===== src/rtl/instrn_feeder_if.sv =====
// Loader and fetch-side signal bundle for instrn_feeder.
// master = loader/core side, slave = the feeder itself.
interface instrn_feeder_if #(
    parameter int AW = 4
) ();
    logic          Load_Valid;
    logic [31:0]   Load_Data;
    logic          Load_Ready;
    logic          Flush;
    logic          Rd_Instr;
    logic [31:0]   Instrn;
    logic          Instrn_Valid;
    logic [AW:0]   Fill_Level;
    logic [15:0]   Issue_Count;
    logic          Underflow;

    modport master (
        output Load_Valid, Load_Data, Flush, Rd_Instr,
        input  Load_Ready, Instrn, Instrn_Valid, Fill_Level, Issue_Count, Underflow
    );

    modport slave (
        input  Load_Valid, Load_Data, Flush, Rd_Instr,
        output Load_Ready, Instrn, Instrn_Valid, Fill_Level, Issue_Count, Underflow
    );
endinterface


===== src/rtl/instrn_feeder.sv =====
// Instruction FIFO plus registered presentation stage feeding the core's Instrn pins.
// Holds up to DEPTH+1 words: DEPTH in the FIFO and one on Instrn.
module instrn_feeder #(
    parameter int          DEPTH      = 16,
    parameter int          AW         = 4,
    parameter logic [31:0] NOP_INSTRN = 32'h0000_0000
) (
    input  logic            clk,
    input  logic            reset,
    instrn_feeder_if.slave  bus
);
    typedef enum logic {EMPTY, PRESENTING} state_t;

    localparam logic [AW:0]   FULL_C  = (AW+1)'(DEPTH);
    localparam logic [AW:0]   ONE_C   = (AW+1)'(1);
    localparam logic [AW-1:0] PSTEP_C = AW'(1);

    logic [31:0]   mem_q [DEPTH];
    logic [AW-1:0] wr_ptr_q, wr_ptr_d, rd_ptr_q, rd_ptr_d;
    logic [AW:0]   count_q, count_d;
    logic [31:0]   instrn_q, instrn_d;
    state_t        state_q, state_d;
    logic [15:0]   issue_q, issue_d;
    logic          underflow_q, underflow_d;

    logic load_ready, accept, take, fifo_empty, pop, bypass, push, presenting;

    always_comb begin
        presenting = (state_q == PRESENTING);
        load_ready = !reset && !bus.Flush && (count_q < FULL_C);
        accept     = bus.Load_Valid && load_ready;
        take       = !presenting || bus.Rd_Instr;
        fifo_empty = (count_q == '0);
        pop        = take && !fifo_empty;
        // An empty FIFO lets the incoming word skip straight to Instrn.
        bypass     = take && fifo_empty && accept;
        push       = accept && !bypass;
    end

    always_comb begin
        wr_ptr_d    = wr_ptr_q;
        rd_ptr_d    = rd_ptr_q;
        count_d     = count_q;
        instrn_d    = instrn_q;
        state_d     = state_q;
        issue_d     = issue_q;
        underflow_d = underflow_q;

        // Consumption and underflow are recorded even on a flush cycle.
        if (bus.Rd_Instr && presenting) issue_d = issue_q + 16'd1;
        if (bus.Rd_Instr && !presenting) underflow_d = 1'b1;

        if (bus.Flush) begin
            wr_ptr_d = '0;
            rd_ptr_d = '0;
            count_d  = '0;
            instrn_d = NOP_INSTRN;
            state_d  = EMPTY;
        end else begin
            if (push) wr_ptr_d = wr_ptr_q + PSTEP_C;
            if (pop)  rd_ptr_d = rd_ptr_q + PSTEP_C;
            if (push && !pop)      count_d = count_q + ONE_C;
            else if (pop && !push) count_d = count_q - ONE_C;

            if (take) begin
                if (!fifo_empty) begin
                    instrn_d = mem_q[rd_ptr_q];
                    state_d  = PRESENTING;
                end else if (accept) begin
                    instrn_d = bus.Load_Data;
                    state_d  = PRESENTING;
                end else begin
                    instrn_d = NOP_INSTRN;
                    state_d  = EMPTY;
                end
            end
        end
    end

    always_ff @(posedge clk) begin
        if (reset) begin
            wr_ptr_q    <= '0;
            rd_ptr_q    <= '0;
            count_q     <= '0;
            instrn_q    <= NOP_INSTRN;
            state_q     <= EMPTY;
            issue_q     <= '0;
            underflow_q <= 1'b0;
        end else begin
            wr_ptr_q    <= wr_ptr_d;
            rd_ptr_q    <= rd_ptr_d;
            count_q     <= count_d;
            instrn_q    <= instrn_d;
            state_q     <= state_d;
            issue_q     <= issue_d;
            underflow_q <= underflow_d;
        end
    end

    // Storage needs no reset; push is already gated off by reset and flush.
    always_ff @(posedge clk) begin
        if (push) mem_q[wr_ptr_q] <= bus.Load_Data;
    end

    assign bus.Load_Ready   = load_ready;
    assign bus.Instrn       = instrn_q;
    assign bus.Instrn_Valid = presenting;
    assign bus.Fill_Level   = count_q;
    assign bus.Issue_Count  = issue_q;
    assign bus.Underflow    = underflow_q;
endmodule


===== src/flat_wrapper.sv =====
// flat-port wrapper written by rule: the top's interface ports become plain ports
module instrn_feeder_flat 
#(
    parameter int          DEPTH      = 16,
    parameter int          AW         = 4,
    parameter logic [31:0] NOP_INSTRN = 32'h0000_0000
)
  (clk, reset, bus_Load_Valid, bus_Load_Data, bus_Flush, bus_Rd_Instr, bus_Load_Ready, bus_Instrn, bus_Instrn_Valid, bus_Fill_Level, bus_Issue_Count, bus_Underflow);
  instrn_feeder_if #(.AW(AW)) bus_i ();
  input  logic clk;
  input  logic reset;
  input wire logic [$bits(bus_i.Load_Valid)-1:0] bus_Load_Valid;
  input wire logic [$bits(bus_i.Load_Data)-1:0] bus_Load_Data;
  input wire logic [$bits(bus_i.Flush)-1:0] bus_Flush;
  input wire logic [$bits(bus_i.Rd_Instr)-1:0] bus_Rd_Instr;
  output wire logic [$bits(bus_i.Load_Ready)-1:0] bus_Load_Ready;
  output wire logic [$bits(bus_i.Instrn)-1:0] bus_Instrn;
  output wire logic [$bits(bus_i.Instrn_Valid)-1:0] bus_Instrn_Valid;
  output wire logic [$bits(bus_i.Fill_Level)-1:0] bus_Fill_Level;
  output wire logic [$bits(bus_i.Issue_Count)-1:0] bus_Issue_Count;
  output wire logic [$bits(bus_i.Underflow)-1:0] bus_Underflow;
  assign bus_i.Load_Valid = bus_Load_Valid;
  assign bus_i.Load_Data = bus_Load_Data;
  assign bus_i.Flush = bus_Flush;
  assign bus_i.Rd_Instr = bus_Rd_Instr;
  assign bus_Load_Ready = bus_i.Load_Ready;
  assign bus_Instrn = bus_i.Instrn;
  assign bus_Instrn_Valid = bus_i.Instrn_Valid;
  assign bus_Fill_Level = bus_i.Fill_Level;
  assign bus_Issue_Count = bus_i.Issue_Count;
  assign bus_Underflow = bus_i.Underflow;
  instrn_feeder #(.DEPTH(DEPTH), .AW(AW), .NOP_INSTRN(NOP_INSTRN)) u_core (.clk(clk), .reset(reset), .bus(bus_i));
endmodule

===== config.mk =====
export PLATFORM = sky130hd
export DESIGN_NAME = instrn_feeder_flat
export DESIGN_NICKNAME = d
export VERILOG_FILES = /design/src/rtl/instrn_feeder_if.sv /design/src/rtl/instrn_feeder.sv /design/src/flat_wrapper.sv
export SDC_FILE = /design/constraint.sdc
export NUM_CORES = 1
export LEC_CHECK = 0
export BUFFER_PORTS_ARGS = -buffer_cell sky130_fd_sc_hd__buf_2
export CAP_MARGIN = 20
export CORE_ASPECT_RATIO = 0.7
export CORE_UTILIZATION = 43
export DETAILED_ROUTE_END_ITERATION = 16
export GPL_TIMING_DRIVEN = 0
export PLACE_DENSITY = 0.7
export SYNTH_ARGS = -nofsm -noshare
export SYNTH_HDL_FRONTEND = slang
export SYNTH_SLANG_ARGS = --single-unit

===== constraint.sdc =====
create_clock -name clk -period 5.8 [get_ports clk]
set_input_delay 0 -clock clk [delete_from_list [all_inputs] [get_ports clk]]
set_output_delay 0 -clock clk [all_outputs]
set_load 0.005 [all_outputs]

==> flow_metrics.tcl <==
set metrics [dict create \
    status "complete, no violations" \
    cts_resized 0 \
    finalMaxSlewViolations 0 \
    wirelength_um 51400 \
    hpwl_um 33500 \
    synth_cell_type_count 49 \
    switching_share 0.250 \
    worstPathArrival_ns 3.45 \
    rsz0062_at_grt "no" \
    num_rows 69 \
    htreeDepth 2 \
    clk_latency_ns 0.60 \
    hold_start "bus_Load_Valid" \
    p_switching_mw 2.53 \
    end_kind "flip-flop" \
    ios 93 \
    regToRegEndpoint "u_core.bus.Fill_Level[4]" \
    viasPerCell 5.74 \
    yosysWarnings 0 \
    place.gp.congestion 0.816 \
    cts-buffers-inserted 53 \
    cts-root-buf "clkbuf_16" \
    areaGrowthSynthToFinish_pct 17.7 \
    die_w_um 276 \
    grt_usage 0.197 \
    diodes 0 \
    worstPathMaxFanout 12 \
    fin_area_mm2 0.0265 \
    worst-slew-pin-transition_ns 0.988 \
    maxCapViolations 0 \
    critPathLaunch "u_core.bus.Instrn_Valid" \
    p_clk_frac 0.352 \
    pwr-share-seq 0.468 \
    place_ws_ns 2.74 \
    ys_ff_latch 579 \
    fin_util 0.518 \
    synth_top_area_frac 0.682 \
    drcViolationCount 0 \
    antenna_found_initial 0 \
    start_util 0.440 \
    grt_max_degree 24 \
    rrSetupSlack_ns 2.85 \
    power.internal_mw 7.58 \
    synthesis.nets 1172 \
    grt_pass1_wl_um 77100 \
    die_h_um 194 \
    relSlewSlack 0.341 \
    pwr-share-comb 0.180 \
    core_region_area_mm2 0.0512 \
    path_class "reg -> reg" \
    whs_path_depth 4 \
    cts_setup_buffers 0 \
    required_ns 6.30 \
    drtAntennaViolNets 0 \
    start_kind "flip-flop" \
    period_minus_slack_ns 2.95 \
    period_share 0.509 \
    wl_per_cell_um 24.9 \
    r2r_cells 8 \
    finalWorstSetupSlack_ns 2.85 \
    holdWs_ns 0.296 \
    seq_area_frac_synth 0.742 \
    cts_buffer_depth 3 \
    clock_sinks 579 \
    reg2reg_from "u_core.bus.Instrn_Valid" \
    p_per_area_mw_per_mm2 381 \
    synth_top_area_cell "edfxtp_1" \
    nets 1392 \
    syn_area_per_cell_um2 20.0 \
    max_clock_freq_mhz 339 \
    placed_cell_area_mm2 0.0243 \
    drive_above_1_share 0.328 \
    power_leakage_nw 8.51 \
    setup_viol_count_final 0 \
    grt_pass1_vias 12000 \
    min_to "u_core.bus.Fill_Level[4]" \
    cts_hold_buffers 38 \
    syn_area_mm2 0.0225 \
    ir_worst_vdd_uv 227 \
    cts_tree "yes" \
    finalHoldViolations 0 \
    yosys-top-cells-area "edfxtp_1, mux4_2, dfxtp_1, mux2_2, and2_1" \
    min_path_type "in -> reg" \
    dieArea_mm2 0.0533 \
    clock_skew_ns 0.0265 \
    firstDrtPassIters 5 \
    netlist_instances 1125 \
    drt_iter0_markers 1298 \
    portBuffers 92 \
    path_clk_slew_ns 0.07 \
    overflow 0 \
    vias 11800 \
]
## registers in the layout (all words and copies together) (netlist names), named ones only
register,count
u_core.bus.Fill_Level,5
u_core.bus.Instrn,32
u_core.bus.Instrn_Valid,1
u_core.bus.Issue_Count,16
u_core.bus.Underflow,1
u_core.mem_q,512
u_core.rd_ptr_q,4
u_core.wr_ptr_q,4
## critical path, cell delays in order, from the launching register on
cell	delay (ns)
dfxtp_1	0.45
nor2b_1	0.27
buf_2	0.33
nand2_1	0.33
fa_1	0.53
a21o_1	0.18
a21o_1	0.22
or4_1	0.40
a31oi_1	0.16
## cells in the mapped netlist (all sizes together)
| cell | count |
|---|---|
| xor2 | 8 |
| or2 | 1 |
| a41o | 2 |
| buf | 31 |
| a22oi | 32 |
| a21o | 4 |
| nor4b | 1 |
| mux2 | 65 |
| edfxtp | 512 |
| or4b | 2 |
| or4 | 4 |
| fa | 1 |
| nand2 | 6 |
| nor3 | 8 |
| and3 | 3 |
| a21oi | 9 |
| nand2b | 1 |
| ha | 9 |
| dfxtp | 67 |
| nor2 | 22 |
| o211ai | 4 |
| and2 | 46 |
| nand3 | 9 |
| o21ai | 37 |
| o31ai | 5 |
| nor2b | 2 |
| mux4 | 128 |
| mux2i | 3 |
| nor4 | 6 |
| nor3b | 1 |
| xnor2 | 6 |
| a22o | 1 |
| clkbuf | 33 |
| o2111a | 1 |
| nand4 | 7 |
| a31oi | 33 |
| a211oi | 2 |
| or3 | 2 |
| inv | 8 |
| o41ai | 1 |
| a2111oi | 2 |
## cells by family (layout without fill, tap and decap cells)
group                    count (synthesis)  in the layout  synth area share
adder cells (fa/ha/maj)                 10             10           0.00589
AND/OR/NAND/NOR                        121            121            0.0308
flip-flops                             579            579             0.742
AO/OA/AOI/OAI                          133            133            0.0391
multiplexers                           196            196             0.162
buffers and inverters                   72            336            0.0151
XOR/XNOR                                14             14           0.00544
## final cells by class
type / count / area [µm²]
Timing Repair Buffer: 165 / 1290
Clock inverter: 22 / 216
Inverter: 8 / 30.0
Tap cell: 674 / 843
Multi-Input combinational cell: 474 / 5510
Clock buffer: 77 / 1590
Fill cell: 3951 / 24700
Buffer: 64 / 309
Sequential cell: 579 / 16700
## worst max path at each step
stage	endpoint	slack [ns]	depth (start not counted)
2_1_floorplan	u_core.mem_q[15][0]	1.17	4
3_3_place_gp	u_core.mem_q[11][27]	-3.10	5
3_5_place_dp	u_core.mem_q[3][27]	2.74	7
4_1_cts	u_core.mem_q[3][2]	2.71	7
5_1_grt	u_core.bus.Instrn[4]	2.70	6
6_report	u_core.bus.Fill_Level[4]	2.85	8
## cells in the final DEF (no fill, tap or decap), drive strengths merged, types with 3 or more instances in the layout
cell type | synthesis | routed
edfxtp | 512 | 512
buf | 31 | 158
mux4 | 128 | 128
clkbuf | 33 | 110
dfxtp | 67 | 67
mux2 | 65 | 65
and2 | 46 | 46
dlygate4sd3 | 0 | 38
o21ai | 37 | 37
a31oi | 33 | 33
a22oi | 32 | 32
nor2 | 22 | 22
clkinv | 0 | 16
nand3 | 9 | 9
a21oi | 9 | 9
ha | 9 | 9
inv | 8 | 9
xor2 | 8 | 8
nor3 | 8 | 8
nand4 | 7 | 7
nand2 | 6 | 6
xnor2 | 6 | 6
nor4 | 6 | 6
o31ai | 5 | 5
or4 | 4 | 4
a21o | 4 | 4
o211ai | 4 | 4
mux2i | 3 | 3
and3 | 3 | 3
bufinv | 0 | 3
## metal layers
layer	GRT usage	vias to the layer above	part of all wire	wire (µm)
li1	-	5084	-	-
met1	0.299	6175	0.44	22600
met2	0.296	521	0.46	23800
met3	0.0372	64	0.082	4240
met4	0.0407	0	0.016	829
met5	0	-	0	0
## stage by stage
stage	TNS (ns)	total power, mW	std cells
floorplan	0	6.07	1125
global placement	-378.12	6.59	1891
detailed placement	0	6.64	1925
CTS	0	10.2	2062
global route	0	10.5	2063
finish	0	10.1	2063
## power by group through the flow
stage	Sequential, mW	Clock (mW)	Combinational (mW)
2_1_floorplan	4.81	0	1.26
3_3_place_gp	4.82	0	1.77
3_5_place_dp	4.82	0	1.82
4_1_cts	4.73	3.60	1.85
5_1_grt	4.75	3.75	1.97
6_report	4.73	3.56	1.82
Power figures use the tool's default switching activity.
